===== src/rtl/branch_resolve_queue_if.sv =====
// branch_resolve_queue_if: decode push, execute resolve and feedback/redirect signals of branch_resolve_queue
interface branch_resolve_queue_if #(parameter int ADDR_WIDTH = 32, parameter int DEPTH = 4);
  logic                    i_push_valid;
  logic [ADDR_WIDTH-1:0]   i_push_pc;
  logic                    i_push_prediction;
  logic [ADDR_WIDTH-1:0]   i_push_recovery_target;
  logic                    o_push_ready;
  logic                    i_res_valid;
  logic                    i_res_outcome;
  logic                    o_fb_valid;
  logic [ADDR_WIDTH-1:0]   o_fb_pc;
  logic                    o_fb_prediction;
  logic                    o_fb_outcome;
  logic                    o_redirect_valid;
  logic [ADDR_WIDTH-1:0]   o_redirect_pc;
  logic [$clog2(DEPTH):0]  o_count;
  logic                    o_underflow;
  logic [31:0]             o_stat_total;
  logic [31:0]             o_stat_mispredict;
  modport master (
    output i_push_valid, i_push_pc, i_push_prediction, i_push_recovery_target, i_res_valid, i_res_outcome,
    input  o_push_ready, o_fb_valid, o_fb_pc, o_fb_prediction, o_fb_outcome, o_redirect_valid, o_redirect_pc,
           o_count, o_underflow, o_stat_total, o_stat_mispredict
  );
  modport slave (
    input  i_push_valid, i_push_pc, i_push_prediction, i_push_recovery_target, i_res_valid, i_res_outcome,
    output o_push_ready, o_fb_valid, o_fb_pc, o_fb_prediction, o_fb_outcome, o_redirect_valid, o_redirect_pc,
           o_count, o_underflow, o_stat_total, o_stat_mispredict
  );
endinterface


===== src/rtl/branch_resolve_queue.sv =====
// branch_resolve_queue: in-order queue of predicted branches emitting predictor feedback and mispredict redirects.
// Defining BRANCH_RESOLVE_STATS_EN adds feedback and mispredict counters.
module branch_resolve_queue #(
  parameter int ADDR_WIDTH = 32,
  parameter int DEPTH = 4
) (
  input logic clk,
  input logic rst,
  branch_resolve_queue_if.slave bus
);
  localparam int PW = $clog2(DEPTH);
  localparam int CW = PW + 1;
  typedef enum logic {RUN, RECOVER} state_t;
  state_t                state_q, state_d;
  logic [ADDR_WIDTH-1:0] pc_mem [DEPTH];
  logic [ADDR_WIDTH-1:0] tgt_mem [DEPTH];
  logic [DEPTH-1:0]      pred_mem;
  logic [PW-1:0]         rd_ptr_q, rd_ptr_d, wr_ptr_q, wr_ptr_d;
  logic [CW-1:0]         count_q, count_d;
  logic                  underflow_q, underflow_d;
  logic                  fb_valid_q, fb_valid_d, fb_pred_q, fb_pred_d, fb_outcome_q, fb_outcome_d;
  logic [ADDR_WIDTH-1:0] fb_pc_q, fb_pc_d, redirect_pc_q, redirect_pc_d;
  logic                  redirect_valid_q, redirect_valid_d;
  logic                  run, full, empty, push_ready, push_fire, res_fire, mispredict;
  always_comb begin
    run        = state_q == RUN;
    full       = count_q == CW'(DEPTH);
    empty      = count_q == '0;
    push_ready = run && !full;
    push_fire  = bus.i_push_valid && push_ready;
    res_fire   = run && bus.i_res_valid && !empty;
    mispredict = res_fire && (pred_mem[rd_ptr_q] != bus.i_res_outcome);
    state_d          = mispredict ? RECOVER : RUN;
    underflow_d      = underflow_q || (run && bus.i_res_valid && empty);
    rd_ptr_d         = res_fire ? rd_ptr_q + PW'(1) : rd_ptr_q;
    // A flush empties the queue by collapsing the tail onto the new head
    wr_ptr_d         = mispredict ? rd_ptr_q + PW'(1) : push_fire ? wr_ptr_q + PW'(1) : wr_ptr_q;
    count_d          = mispredict ? '0 : count_q + CW'(push_fire) - CW'(res_fire);
    fb_valid_d       = res_fire;
    fb_pc_d          = res_fire ? pc_mem[rd_ptr_q] : fb_pc_q;
    fb_pred_d        = res_fire ? pred_mem[rd_ptr_q] : fb_pred_q;
    fb_outcome_d     = res_fire ? bus.i_res_outcome : fb_outcome_q;
    redirect_valid_d = mispredict;
    redirect_pc_d    = mispredict ? tgt_mem[rd_ptr_q] : redirect_pc_q;
  end
  always_ff @(posedge clk) begin
    if (push_fire) begin
      pc_mem[wr_ptr_q]   <= bus.i_push_pc;
      tgt_mem[wr_ptr_q]  <= bus.i_push_recovery_target;
      pred_mem[wr_ptr_q] <= bus.i_push_prediction;
    end
  end
  always_ff @(posedge clk) begin
    if (rst) begin
      state_q          <= RUN;
      rd_ptr_q         <= '0;
      wr_ptr_q         <= '0;
      count_q          <= '0;
      underflow_q      <= 1'b0;
      fb_valid_q       <= 1'b0;
      fb_pc_q          <= '0;
      fb_pred_q        <= 1'b0;
      fb_outcome_q     <= 1'b0;
      redirect_valid_q <= 1'b0;
      redirect_pc_q    <= '0;
    end else begin
      state_q          <= state_d;
      rd_ptr_q         <= rd_ptr_d;
      wr_ptr_q         <= wr_ptr_d;
      count_q          <= count_d;
      underflow_q      <= underflow_d;
      fb_valid_q       <= fb_valid_d;
      fb_pc_q          <= fb_pc_d;
      fb_pred_q        <= fb_pred_d;
      fb_outcome_q     <= fb_outcome_d;
      redirect_valid_q <= redirect_valid_d;
      redirect_pc_q    <= redirect_pc_d;
    end
  end
`ifdef BRANCH_RESOLVE_STATS_EN
  logic [31:0] stat_total_q, stat_total_d, stat_mispredict_q, stat_mispredict_d;
  always_comb begin
    stat_total_d      = stat_total_q + 32'(res_fire);
    stat_mispredict_d = stat_mispredict_q + 32'(mispredict);
  end
  always_ff @(posedge clk) begin
    if (rst) begin
      stat_total_q      <= '0;
      stat_mispredict_q <= '0;
    end else begin
      stat_total_q      <= stat_total_d;
      stat_mispredict_q <= stat_mispredict_d;
    end
  end
  assign bus.o_stat_total      = stat_total_q;
  assign bus.o_stat_mispredict = stat_mispredict_q;
`else
  assign bus.o_stat_total      = '0;
  assign bus.o_stat_mispredict = '0;
`endif
  assign bus.o_push_ready     = push_ready;
  assign bus.o_fb_valid       = fb_valid_q;
  assign bus.o_fb_pc          = fb_pc_q;
  assign bus.o_fb_prediction  = fb_pred_q;
  assign bus.o_fb_outcome     = fb_outcome_q;
  assign bus.o_redirect_valid = redirect_valid_q;
  assign bus.o_redirect_pc    = redirect_pc_q;
  assign bus.o_count          = count_q;
  assign bus.o_underflow      = underflow_q;
endmodule

===== src/flat_wrapper.sv =====
// flat-port wrapper written by rule: the top's interface ports become plain ports
module branch_resolve_queue_flat 
#(
  parameter int ADDR_WIDTH = 32,
  parameter int DEPTH = 4
)
  (clk, rst, bus_i_push_valid, bus_i_push_pc, bus_i_push_prediction, bus_i_push_recovery_target, bus_i_res_valid, bus_i_res_outcome, bus_o_push_ready, bus_o_fb_valid, bus_o_fb_pc, bus_o_fb_prediction, bus_o_fb_outcome, bus_o_redirect_valid, bus_o_redirect_pc, bus_o_count, bus_o_underflow, bus_o_stat_total, bus_o_stat_mispredict);
  branch_resolve_queue_if #(.ADDR_WIDTH(ADDR_WIDTH), .DEPTH(DEPTH)) bus_i ();
  input logic clk;
  input logic rst;
  input wire logic [$bits(bus_i.i_push_valid)-1:0] bus_i_push_valid;
  input wire logic [$bits(bus_i.i_push_pc)-1:0] bus_i_push_pc;
  input wire logic [$bits(bus_i.i_push_prediction)-1:0] bus_i_push_prediction;
  input wire logic [$bits(bus_i.i_push_recovery_target)-1:0] bus_i_push_recovery_target;
  input wire logic [$bits(bus_i.i_res_valid)-1:0] bus_i_res_valid;
  input wire logic [$bits(bus_i.i_res_outcome)-1:0] bus_i_res_outcome;
  output wire logic [$bits(bus_i.o_push_ready)-1:0] bus_o_push_ready;
  output wire logic [$bits(bus_i.o_fb_valid)-1:0] bus_o_fb_valid;
  output wire logic [$bits(bus_i.o_fb_pc)-1:0] bus_o_fb_pc;
  output wire logic [$bits(bus_i.o_fb_prediction)-1:0] bus_o_fb_prediction;
  output wire logic [$bits(bus_i.o_fb_outcome)-1:0] bus_o_fb_outcome;
  output wire logic [$bits(bus_i.o_redirect_valid)-1:0] bus_o_redirect_valid;
  output wire logic [$bits(bus_i.o_redirect_pc)-1:0] bus_o_redirect_pc;
  output wire logic [$bits(bus_i.o_count)-1:0] bus_o_count;
  output wire logic [$bits(bus_i.o_underflow)-1:0] bus_o_underflow;
  output wire logic [$bits(bus_i.o_stat_total)-1:0] bus_o_stat_total;
  output wire logic [$bits(bus_i.o_stat_mispredict)-1:0] bus_o_stat_mispredict;
  assign bus_i.i_push_valid = bus_i_push_valid;
  assign bus_i.i_push_pc = bus_i_push_pc;
  assign bus_i.i_push_prediction = bus_i_push_prediction;
  assign bus_i.i_push_recovery_target = bus_i_push_recovery_target;
  assign bus_i.i_res_valid = bus_i_res_valid;
  assign bus_i.i_res_outcome = bus_i_res_outcome;
  assign bus_o_push_ready = bus_i.o_push_ready;
  assign bus_o_fb_valid = bus_i.o_fb_valid;
  assign bus_o_fb_pc = bus_i.o_fb_pc;
  assign bus_o_fb_prediction = bus_i.o_fb_prediction;
  assign bus_o_fb_outcome = bus_i.o_fb_outcome;
  assign bus_o_redirect_valid = bus_i.o_redirect_valid;
  assign bus_o_redirect_pc = bus_i.o_redirect_pc;
  assign bus_o_count = bus_i.o_count;
  assign bus_o_underflow = bus_i.o_underflow;
  assign bus_o_stat_total = bus_i.o_stat_total;
  assign bus_o_stat_mispredict = bus_i.o_stat_mispredict;
  branch_resolve_queue #(.ADDR_WIDTH(ADDR_WIDTH), .DEPTH(DEPTH)) u_core (.clk(clk), .rst(rst), .bus(bus_i));
endmodule

===== config.mk =====
export PLATFORM = sky130hd
export DESIGN_NAME = branch_resolve_queue_flat
export DESIGN_NICKNAME = d
export VERILOG_FILES = /design/src/rtl/branch_resolve_queue_if.sv /design/src/rtl/branch_resolve_queue.sv /design/src/flat_wrapper.sv
export SDC_FILE = /design/constraint.sdc
export NUM_CORES = 1
export LEC_CHECK = 0
export CORE_MARGIN = 4
export CORE_UTILIZATION = 50
export DETAILED_ROUTE_END_ITERATION = 8
export PLACE_DENSITY = 0.76
export SYNTH_ARGS = -nofsm -noshare
export SYNTH_HDL_FRONTEND = slang
export SYNTH_SLANG_ARGS = --single-unit
export TNS_END_PERCENT = 20

===== constraint.sdc =====
create_clock -name clk -period 4.2 [get_ports clk]
set_clock_uncertainty 0.1 [all_clocks]
set_input_delay 1.05 -clock clk [delete_from_list [all_inputs] [get_ports clk]]
set_output_delay 1.05 -clock clk [all_outputs]
set_load 0.02 [all_outputs]

==> results of run 1 <==
registers in the layout, indices dropped and copies added, names as in the netlist, 2 cells and up:
register and flops:
u_core.tgt_mem 128, u_core.rd_ptr_q 2, u_core.wr_ptr_q 2, u_core.pc_mem 128
u_core.bus.o_fb_pc 32, u_core.bus.o_count 3, u_core.pred_mem 4, u_core.bus.o_redirect_pc 32
cells by family (layout without fill, tap and decap cells):
family / after synthesis / after routing
other: 1 / 64
adder cells (fa/ha/maj): 7 / 7
buffers and inverters: 104 / 227
AND/OR/NAND/NOR: 88 / 88
XOR/XNOR: 6 / 6
AO/OA/AOI/OAI: 73 / 73
flip-flops: 336 / 336
multiplexers: 66 / 66
worst max-delay path, cell delays in order, from the launching register on:
cell and delay, ns:
dfxtp_1 0.42, nor2_1 0.08, a21oi_1 0.15, clkdlybuf4s50_1 0.61
per-layer routing:
| layer | up-vias | global-route usage, % |
|---|---|---|
| met1 | 3137 | 23.5 |
| met3 | 39 | 3.19 |
| li1 | 2811 | - |
| met4 | 0 | 4.48 |
| met5 | - | 0 |
| met2 | 279 | 28.4 |
through the flow:
stage,hold slack [ns],cells,util (%),setup WS (ns)
4_1_cts,0.357,1191,62.5,1.22
3_5_place_dp,0.348,1133,57.8,0.760
3_3_place_gp,0.342,1133,57.8,0.874
6_report,0.356,1191,62.5,1.24
2_1_floorplan,0.434,744,-,0.654
5_1_grt,0.384,1191,62.5,1.16
power groups by stage:
stage | clock [mW] | combinational (mW) | sequential, mW
floorplan | 0 | 1.32 | 4.64
global placement | 0 | 2.27 | 4.46
detailed placement | 0 | 2.30 | 4.48
CTS | 3.14 | 2.31 | 4.43
global route | 3.29 | 2.46 | 4.47
finish | 3.09 | 2.27 | 4.42
cell type report:
class,count,area share [%]
sequential,336,61.0
timing repair buffer,161,10.5
multi-input combinational,304,18.0
clock inverter,13,1.64
inverter,8,0.196
clock buffer,45,5.94
tap,324,2.65
final timing paths:
| path | startpoint | end | cells after the start |
|---|---|---|---|
| setup / recovery | u_core.bus.o_count[0] | bus_o_push_ready | 3 |
| hold reg to reg | u_core.bus.o_fb_pc[12] | u_core.bus.o_fb_pc[12] | 2 |
| setup reg to reg | u_core.rd_ptr_q[0] | u_core.bus.o_fb_pc[15] | 5 |
| hold / removal | u_core.bus.o_fb_pc[12] | u_core.bus.o_fb_pc[12] | 2 |
layout by cell type, fill, tap and decap left out, types with 2 or more instances in the layout:
| cell | n |
|---|---|
| dfxtp_1 | 74 |
| conb_1 | 64 |
| clkinvlp_4 | 3 |
| clkdlybuf4s50_1 | 141 |
| a21oi_1 | 38 |
| nor2_1 | 4 |
| and2_4 | 4 |
| and2_1 | 3 |
| buf_12 | 4 |
| a22o_1 | 34 |
| bufinv_16 | 7 |
| xor2_1 | 2 |
| clkinv_2 | 2 |
| mux4_2 | 65 |
| buf_4 | 15 |
| clkbuf_16 | 31 |
| inv_1 | 7 |
| ha_1 | 6 |
| dfxtp_4 | 2 |
| clkbuf_1 | 6 |
| edfxtp_1 | 260 |
| clkbuf_8 | 8 |
| xnor2_1 | 3 |
| nand2_1 | 70 |
==> results by group, run 1 <==
Route
  – Routed wl met3: between 1500 and 2000 um
  – Final WL: 24200 um
  – DRT Pass-1 Iters: 5
  – Routed Antenna Nets: 0
  – Initial DRC count: 474
  – Vias: 6266
  – Top sig layer: met4
  – Met1 WL: slightly below 10000 um
  – Routed WL per cell: 20.3 um
  – Met2 wire len: 12000 um
  – DR vias/cell: about 5.3
  – # DRC: 0

Worst hold path
  – HP Class: reg -> reg

Die
  – Die ar.: 27700 um2
  – Rows: 57
  – I/O Pins: 207
  – Core Box Area: 24500 um2
  – Initial Utilization: 51.2%
  – DIE WIDTH: 166 um
  – Die Ht: 166 um

Clocking
  – H-tree depth: 1
  – PostCTS Resize Cnt: 0
  – CTS buffer count: 31
  – Clock Pin Slew Worst Setup and Hold Paths: 0.07 ns
  – Post-CTS Setup Bufs: 0
  – Clk Latency, worst-skew pair: about 0.55 ns
  – CTS tree: done
  – CTS root buffer: clkbuf_16
  – Post-CTS Hold Fix Bufs: 0
  – Clock Sinks: 336
  – Bufs on Longest Clock Path: 3

STA
  – Setup TNS: 0 ns
  – # setup viols final: 0
  – Fmax: 338 MHz
  – Tightest Pin Transition: between 1 and 1.5 ns
  – RSZ-0062 raised after global routing: no
  – Period minus WS final: 2.96 ns
  – Slew Viols, Final: 0
  – Final Hold Viols: 0
  – Max-slew headroom: 26.8%
  – Final Cycle Share: 70.5%

Cells and area
  – Seq. cell area: 9340 um2
  – N_diodes: 0
  – Nets@finish: 919
  – Share of cells above drive strength 1: between 15 and 20%
  – Design area: 15300 um2
  – Multi-input logic area: 2760 um2
  – FILL cells: 1728
  – Area Growth Syn to Fin: 22.1%

Logic synthesis
  – Avg Cell Area, Syn: 18.4 um2
  – Area leader, netlist: edfxtp_1
  – Synthesis Warnings: 0
  – Synth Area in Adders: 0.759%
  – Synth Area in Compound Gates: about 4%
  – Share of the synthesized area in the top cell type: 62.3%
  – Ys flop type: edfxtp_1
  – Ys async rst share: 0%
  – Synth area leaders: edfxtp_1 62%, dfxtp_1 12%, mux4_2 12%, buf_4 3.9%, a22o_1 2.4%
  – Post-synthesis mux area share: a little under an eighth
  – Post-synth top cells: 260 x edfxtp_1, 76 x dfxtp_1, 71 x nand2_1
  – Post-synthesis simple-gate area fraction: 2.97%
  – Library cells used by synthesis: 29
  – Most frequent cell after synthesis: edfxtp_1
  – Post-synth EDFFs: 260
  – Synthesized cell area: ~13000 um2
  – Largest family of logic cells by synthesized area: multiplexers
  – Cells after Synth: around 700
  – Synthesized flop and latch total: 336
  – Synth Area in XOR/XNOR: 0.479%
  – Sequential fraction of the synthesis area: between 70% and 80%

Placement
  – PortBufs: 142
  – Placed instance area: approximately 14000 um2
  – Gpl congestion: 0.717
  – Final HPWL DP: 14800 um

Global route
  – Total GRT Usage: 17.0%
  – First-pass GRT wire length: ~37000 um
  – Vias in the first global route: 6404
  – GR Overflow Total: 0
  – Antenna violations before repair: 0
  – Largest net degree at the start of global routing: 67

Setup path
  – CP endpoint kind: primary output
  – Worst Setup Start Kind: flip-flop
  – Worst-path maximum fanout: 5
  – Critical path arrival: around 1.8 ns
  – Req. time, crit path: 3.05 ns
  – Reg2reg setup slack: 1.48 ns
  – Setup CP Type: reg -> out

Power and ir drop
  – Maximum VDD drop: 342 uV
  – Comb power frac: roughly 23%
  – Clock network fraction of total power: 31.6%
  – Pleak: 5.14 nW
  – Pwr Density: 639 nW/um2
  – Share of power burned in registers: 45.2%
  – Tot Pwr: just under 10 mW
  – Power Internal: 7.16 mW
  – Sw Share: a little over a quarter
  – P_sw: 2.63 mW

Flow run
  – Max_cap viols: 0

Outcome
  – Status: finished clean
No activity file was read; power rests on OpenSTA's default activity.
==> run 2, diff against run 1 <==
--- a/config.mk
+++ b/config.mk
@@ -6,7 +6,7 @@
 export NUM_CORES = 1
 export LEC_CHECK = 0
 export CORE_MARGIN = 4
-export CORE_UTILIZATION = 50
+export CORE_UTILIZATION = 48
 export DETAILED_ROUTE_END_ITERATION = 8
 export PLACE_DENSITY = 0.76
 export SYNTH_ARGS = -nofsm -noshare
==> constraint.sdc (replaced) <==
create_clock -name clk -period 2.7 [get_ports clk]
set_clock_uncertainty 0.1 [all_clocks]
set_input_delay 0.675 -clock clk [delete_from_list [all_inputs] [get_ports clk]]
set_output_delay 0.675 -clock clk [all_outputs]
set_load 0.02 [all_outputs]
==> results by group, run 2 (synthesis results as in run 1) <==
Route
  – Routed WL per cell: 19.7 um (was 20.3 um)
  – DR vias/cell: 5.15 (was 5.26)
  – DRT Pass-1 Iters: 6 (was 5)
  – # DRC: 0 (unchanged)
  – Vias: 6201 (was 6266)
  – Routed Antenna Nets: 0 (unchanged)
  – Final WL: 23700 um (was 24200 um)
  – Initial DRC count: 296 (was 474)

Placement
  – PortBufs: 142 (unchanged)
  – Placed instance area: 14300 um2 (was 14100 um2)
  – Gpl congestion: 0.715 (was 0.717)
  – Final HPWL DP: 13900 um (was 14800 um)

Setup path
  – CP Cell Sequence: nor2_1 -> a21oi_1 -> clkdlybuf4s50_1 (unchanged)
  – Worst-path maximum fanout: 5 (unchanged)
  – Critical path arrival: 1.72 ns (was 1.81 ns)
  – RR Endpoint: u_core.bus.o_count[2] (was u_core.bus.o_fb_pc[15])
  – Max stage delay on crit path: 0.61 ns (about the same)
  – Critical path launch point: u_core.bus.o_count[1] (was u_core.bus.o_count[0])
  – CP endpoint kind: primary output (unchanged)
  – Setup CP Type: reg -> out (unchanged)
  – Reg2Reg Depth: 10 (was 5)
  – Reg2reg setup slack: 0.34 ns (was 1.48 ns)
  – Worst Setup Start Kind: flip-flop (unchanged)
  – Req. time, crit path: 1.92 ns (was 3.05 ns)
  – CP max stage cell: clkdlybuf4s50_1 (unchanged)
  – Launch point of the worst reg-to-reg path: u_core.bus.o_count[1] (was u_core.rd_ptr_q[0])
  – Critical path endpoint: bus_o_push_ready (unchanged)

Cells and area
  – FILL cells: 1858 (was 1728)
  – N_diodes: 0 (unchanged)
  – Area Growth Syn to Fin: 23.2% (was 22.1%)
  – Biggest regs: u_core.pc_mem: 128 flops, u_core.tgt_mem: 128 flops (unchanged)
  – Final Core Density: 60.8% (was 62.5%)
  – Share of cells above drive strength 1: 17.1% (was 17.2%)
  – Nets@finish: 926 (was 919)
  – Commonest non-fill, non-tap cells in the layout: 260 x edfxtp_1, 141 x clkdlybuf4s50_1, 74 x dfxtp_1, 70 x nand2_1, 65 x mux4_2 (unchanged)
  – Design area: 15400 um2 (was 15300 um2)
  – Commonest non-fill, non-tap cell in the layout: edfxtp_1 (unchanged)

STA
  – RSZ-0062 raised after global routing: no (unchanged)
  – Final Cycle Share: 92.3%
  – Hold_ws: 0.352 ns (was 0.356 ns)
  – Final Hold Viols: 0 (unchanged)
  – Max-slew headroom: 61.5% (was 26.8%)
  – Tightest Pin Transition: 0.578 ns (was 1.10 ns)
  – Period minus WS final: 2.49 ns
  – Setup TNS: 0 ns (unchanged)
  – # setup viols final: 0 (unchanged)
  – Fmax: 401 MHz
  – Slew Viols, Final: 0 (unchanged)

Clocking
  – PostCTS Resize Cnt: 0 (unchanged)
  – CTS root buffer: clkbuf_16 (unchanged)
  – Bufs on Longest Clock Path: 3 (unchanged)
  – Post-CTS Setup Bufs: 0 (unchanged)
  – CTS buffer count: 35 (was 31)
  – CTS tree: done (unchanged)
  – Clock Sinks: 336 (unchanged)
  – Clk Latency, worst-skew pair: 0.51 ns (was 0.55 ns)
  – Clock Pin Slew Worst Setup and Hold Paths: 0.05 ns (was 0.07 ns)
  – H-tree depth: 2 (was 1)
  – Post-CTS Hold Fix Bufs: 0 (unchanged)

Power and ir drop
  – Tot Pwr: 15.1 mW (was 9.78 mW)
  – Maximum VDD drop: 839 uV (was 342 uV)
  – Pwr Density: 980 nW/um2 (was 639 nW/um2)
  – Pleak: 5.18 nW (was 5.14 nW)

Worst hold path
  – HP Class: reg -> reg (unchanged)

Die
  – Core Box Area: 25400 um2 (was 24500 um2)
  – DIE WIDTH: 170 um (was 166 um)
  – Initial Utilization: 49.3% (was 51.2%)
  – Rows: 58 (was 57)
  – Die Ht: 170 um (was 166 um)
  – Die ar.: 28800 um2 (was 27700 um2)
  – I/O Pins: 207 (unchanged)

Global route
  – First-pass GRT wire length: 36700 um (was 37400 um)
  – Largest net degree at the start of global routing: 69 (was 67)
  – Total GRT Usage: 16.5% (was 17.0%)
  – Antenna violations before repair: 1 (was 0)
  – GR Overflow Total: 0 (unchanged)
  – Vias in the first global route: 6517 (was 6404)

Flow run
  – Max_cap viols: 0 (unchanged)

Outcome
  – Status: finished clean (unchanged)
## run 2: cell count changes in the layout (fill, tap and decap cells not counted), moves of 4 or more
cell,previous run,this run
buf_4,15,6
bufinv_16,7,3
clkbuf_16,31,36
buf_12,4,16
clkbuf_8,8,1
clkinv_1,0,4
## run 2: worst min path at each step
stage / startpoint / endpoint / slack [ns] / cells past startpoint
detailed placement: u_core.bus.o_fb_pc[20] / u_core.bus.o_fb_pc[20] / 0.35 / 2
global route: u_core.bus.o_fb_pc[22] / u_core.bus.o_fb_pc[22] / 0.37 / 2
floorplan: u_core.bus.o_fb_pc[0] / u_core.bus.o_fb_pc[0] / 0.43 / 2
global placement: u_core.bus.o_fb_pc[16] / u_core.bus.o_fb_pc[16] / 0.34 / 2
finish: u_core.bus.o_fb_pc[20] / u_core.bus.o_fb_pc[20] / 0.35 / 2
CTS: u_core.bus.o_fb_pc[20] / u_core.bus.o_fb_pc[20] / 0.35 / 2
## run 2: final cells by class
| class | instances | area [um2] | share of cell area, % |
|---|---|---|---|
| multi-input combinational | 304 | 2760 | 17.9 |
| inverter | 8 | 30.0 | 0.194 |
| clock buffer | 45 | 945 | 6.12 |
| clock inverter | 16 | 175 | 1.13 |
| timing repair buffer | 164 | 1780 | 11.5 |
| tap | 330 | 413 | 2.67 |
| sequential | 336 | 9340 | 60.5 |
## run 2: critical path, delay by kind of cell (launching register included)
| kind | cells | cell delay [ns] |
|---|---|---|
| compound gates | 1 | 0.14 |
| buf+inv | 1 | 0.61 |
| simple gates | 1 | 0.08 |
| flops | 1 | 0.39 |
## run 2: routing by layer
metal  up-vias  GRT usage (%)  part of all wire, %
li1       2830              -                    -
met1      3122           21.5                   41
met2       218           28.4                   51
met5         -              0                0.055
met3        29           3.54                  6.4
met4         2           4.10                  1.5
## run 2: report_power, final
part           internal, mW  leakage [nW]  switching (mW)
Clock                  2.77         0.544            1.88
Sequential             6.54          3.00           0.298
Combinational          1.70          1.63            1.95
Total                  11.0          5.18            4.13
## run 2: metrics by stage
step / worst slack, ns / instances
3_3_place_gp: -0.108 / 1142
6_report: 0.209 / 1203
4_1_cts: 0.186 / 1203
5_1_grt: 0.0386 / 1203
2_1_floorplan: -0.471 / 744
3_5_place_dp: -0.147 / 1142
==> run 3, diff against run 2 <==
--- a/config.mk
+++ b/config.mk
@@ -6,9 +6,9 @@
 export NUM_CORES = 1
 export LEC_CHECK = 0
 export CORE_MARGIN = 4
-export CORE_UTILIZATION = 48
+export CORE_UTILIZATION = 30
 export DETAILED_ROUTE_END_ITERATION = 8
-export PLACE_DENSITY = 0.76
+export REMOVE_ABC_BUFFERS = 1
 export SYNTH_ARGS = -nofsm -noshare
 export SYNTH_HDL_FRONTEND = slang
 export SYNTH_SLANG_ARGS = --single-unit
==> results by group, run 3 (synthesis results as in run 1) <==
Setup path
  – RR Endpoint: u_core.bus.o_count[2] (unchanged)
  – Reg2Reg Depth: 10 (unchanged)
  – Worst Setup Start Kind: flip-flop (unchanged)
  – Reg2reg setup slack: 0.31 ns (was 0.34 ns)
  – Launch point of the worst reg-to-reg path: u_core.bus.o_count[1] (unchanged)
  – CP max stage cell: clkdlybuf4s50_1 (unchanged)
  – CP Cell Sequence: nor2_1 -> a21oi_1 -> clkdlybuf4s50_1 (unchanged)
  – Setup CP Type: reg -> out (unchanged)
  – Req. time, crit path: 1.92 ns (about the same)
  – Critical path arrival: 1.77 ns (was 1.72 ns)
  – CP endpoint kind: primary output (unchanged)
  – Max stage delay on crit path: 0.62 ns (was 0.61 ns)
  – Worst-path maximum fanout: 5 (unchanged)

Cells and area
  – Final Core Density: 38.2% (was 60.8%)
  – Seq. cell area: 9340 um2 (unchanged)
  – Commonest non-fill, non-tap cells in the layout: 260 x edfxtp_1, 141 x clkdlybuf4s50_1, 74 x dfxtp_1, 70 x nand2_1, 65 x mux4_2 (unchanged)
  – FILL cells: 3829 (was 1858)
  – Nets@finish: 928 (was 926)
  – Share of cells above drive strength 1: 16.9% (was 17.1%)
  – N_diodes: 0 (unchanged)
  – Area Growth Syn to Fin: 25.4% (was 23.2%)
  – Commonest non-fill, non-tap cell in the layout: edfxtp_1 (unchanged)
  – Biggest regs: u_core.pc_mem: 128 flops, u_core.tgt_mem: 128 flops (unchanged)
  – Multi-input logic area: 2760 um2 (unchanged)

STA
  – Slew Viols, Final: 0 (unchanged)
  – RSZ-0062 raised after global routing: no (unchanged)
  – Hold_ws: 0.351 ns (was 0.352 ns)
  – Fmax: 393 MHz (was 401 MHz)
  – Tightest Pin Transition: 0.636 ns (was 0.578 ns)
  – Final Hold Viols: 0 (unchanged)
  – Max-slew headroom: 57.6% (was 61.5%)
  – # setup viols final: 0 (unchanged)
  – Period minus WS final: 2.54 ns (was 2.49 ns)
  – Final Cycle Share: 94.2% (was 92.3%)

Flow run
  – Max_cap viols: 0 (unchanged)

Placement
  – Gpl congestion: 0.677 (was 0.715)
  – PortBufs: 142 (unchanged)
  – Final HPWL DP: 15500 um (was 13900 um)

Clocking
  – PostCTS Resize Cnt: 0 (unchanged)
  – Bufs on Longest Clock Path: 3 (unchanged)
  – Clock Sinks: 336 (unchanged)
  – CTS tree: done (unchanged)
  – CTS buffer count: 37 (was 35)
  – Clock Pin Slew Worst Setup and Hold Paths: 0.06 ns (was 0.05 ns)
  – CTS root buffer: clkbuf_16 (unchanged)
  – Post-CTS Hold Fix Bufs: 0 (unchanged)
  – H-tree depth: 2 (unchanged)
  – Clk Latency, worst-skew pair: 0.55 ns (was 0.51 ns)
  – Post-CTS Setup Bufs: 0 (unchanged)

Die
  – DIE WIDTH: 212 um (was 170 um)
  – I/O Pins: 207 (unchanged)
  – Die ar.: 45100 um2 (was 28800 um2)
  – Rows: 74 (was 58)
  – Die Ht: 212 um (was 170 um)
  – Core Box Area: 41100 um2 (was 25400 um2)
  – Initial Utilization: 30.5% (was 49.3%)

Route
  – DR vias/cell: 4.46 (was 5.15)
  – Initial DRC count: 308 (was 296)
  – Vias: 6298 (was 6201)
  – Routed Antenna Nets: 0 (unchanged)
  – Routed WL per cell: 19.0 um (was 19.7 um)
  – DRT Pass-1 Iters: 6 (unchanged)
  – # DRC: 0 (unchanged)
  – Final WL: 26900 um (was 23700 um)

Power and ir drop
  – Maximum VDD drop: 561 uV (was 839 uV)
  – Tot Pwr: 15.4 mW (was 15.1 mW)
  – Share of power burned in registers: 44.4% (was 45.1%)
  – Sw Share: 28.3% (was 27.3%)
  – Pleak: 5.19 nW (was 5.18 nW)
  – Power Internal: 11.0 mW (about the same)
  – Pwr Density: 979 nW/um2 (was 980 nW/um2)
  – Comb power frac: 24.4% (was 24.1%)
  – P_sw: 4.35 mW (was 4.13 mW)
  – Clock network fraction of total power: 31.3% (was 30.7%)

Global route
  – Largest net degree at the start of global routing: 69 (unchanged)
  – First-pass GRT wire length: 40400 um (was 36700 um)
  – Total GRT Usage: 11.9% (was 16.5%)
  – GR Overflow Total: 0 (unchanged)
  – Antenna violations before repair: 3 (was 1)
  – Vias in the first global route: 6472 (was 6517)

Worst hold path
  – Hold Path Stages: 2 (unchanged)
  – Hold Startpoint: rst (was u_core.bus.o_fb_pc[20])
  – HP Class: in -> reg (was reg -> reg)
  – WHS Endpoint: u_core.rd_ptr_q[0] (was u_core.bus.o_fb_pc[20])

Outcome
  – Status: finished clean (unchanged)
[run 3: power by group through the flow]
stage / logic, mW / clock network [mW] / registers (mW)
global route: 4.10 / 5.20 / 6.91
CTS: 3.88 / 4.99 / 6.85
global placement: 3.84 / 0 / 6.92
detailed placement: 3.86 / 0 / 6.95
finish: 3.75 / 4.81 / 6.83
floorplan: 1.76 / 0 / 7.38
[run 3: worst max-delay path: cells and delay by family, from the launching register on]
family,cells,cell delay (ns)
and+or+nand+nor,1,0.08
AOI/OAI and AO/OA,1,0.14
buffers and inverters,1,0.62
DFF,1,0.40
[run 3: how the worst max path moves through the flow]
stage / start / end / slack (ns) / depth (start not counted)
floorplan: u_core.rd_ptr_q[0] / u_core.wr_ptr_q[1] / -2.23 / 4
global placement: bus_i_res_valid / u_core.bus.o_count[2] / -0.14 / 11
detailed placement: bus_i_res_valid / u_core.bus.o_count[2] / -0.13 / 11
CTS: u_core.bus.o_count[0] / bus_o_push_ready / 0.10 / 3
global route: u_core.bus.o_count[0] / bus_o_push_ready / 0.04 / 3
finish: u_core.bus.o_count[0] / bus_o_push_ready / 0.16 / 3
[run 3: through the flow]
step,setup WS [ns],cells,setup TNS (ns),area (um2)
floorplan,-2.23,648,-245.84,12100
global placement,-0.144,1344,-1.69,14600
detailed placement,-0.135,1344,-1.39,14600
CTS,0.104,1412,0,15700
global route,0.0443,1412,0,15700
finish,0.156,1412,0,15700
[run 3: layout make-up]
class	count	share of cell area (%)
Sequential cell	336	59.4
Multi-Input combinational cell	304	17.6
Timing Repair Buffer	164	11.3
Clock buffer	53	6.40
Tap cell	532	4.23
Clock inverter	15	0.963
Inverter	8	0.191
[run 3: layer usage]
| metal | GRT usage (%) | routed length, um | up-vias | part of all wire (%) |
|---|---|---|---|---|
| met4 | 4.18 | 611 | 6 | 2.3 |
| met3 | 3.05 | 1640 | 46 | 6.1 |
| met1 | 15.7 | 11700 | 3199 | 43 |
| met2 | 19.3 | 12900 | 203 | 48 |
| met5 | 0 | 46 | - | 0.17 |
| li1 | - | - | 2844 | - |
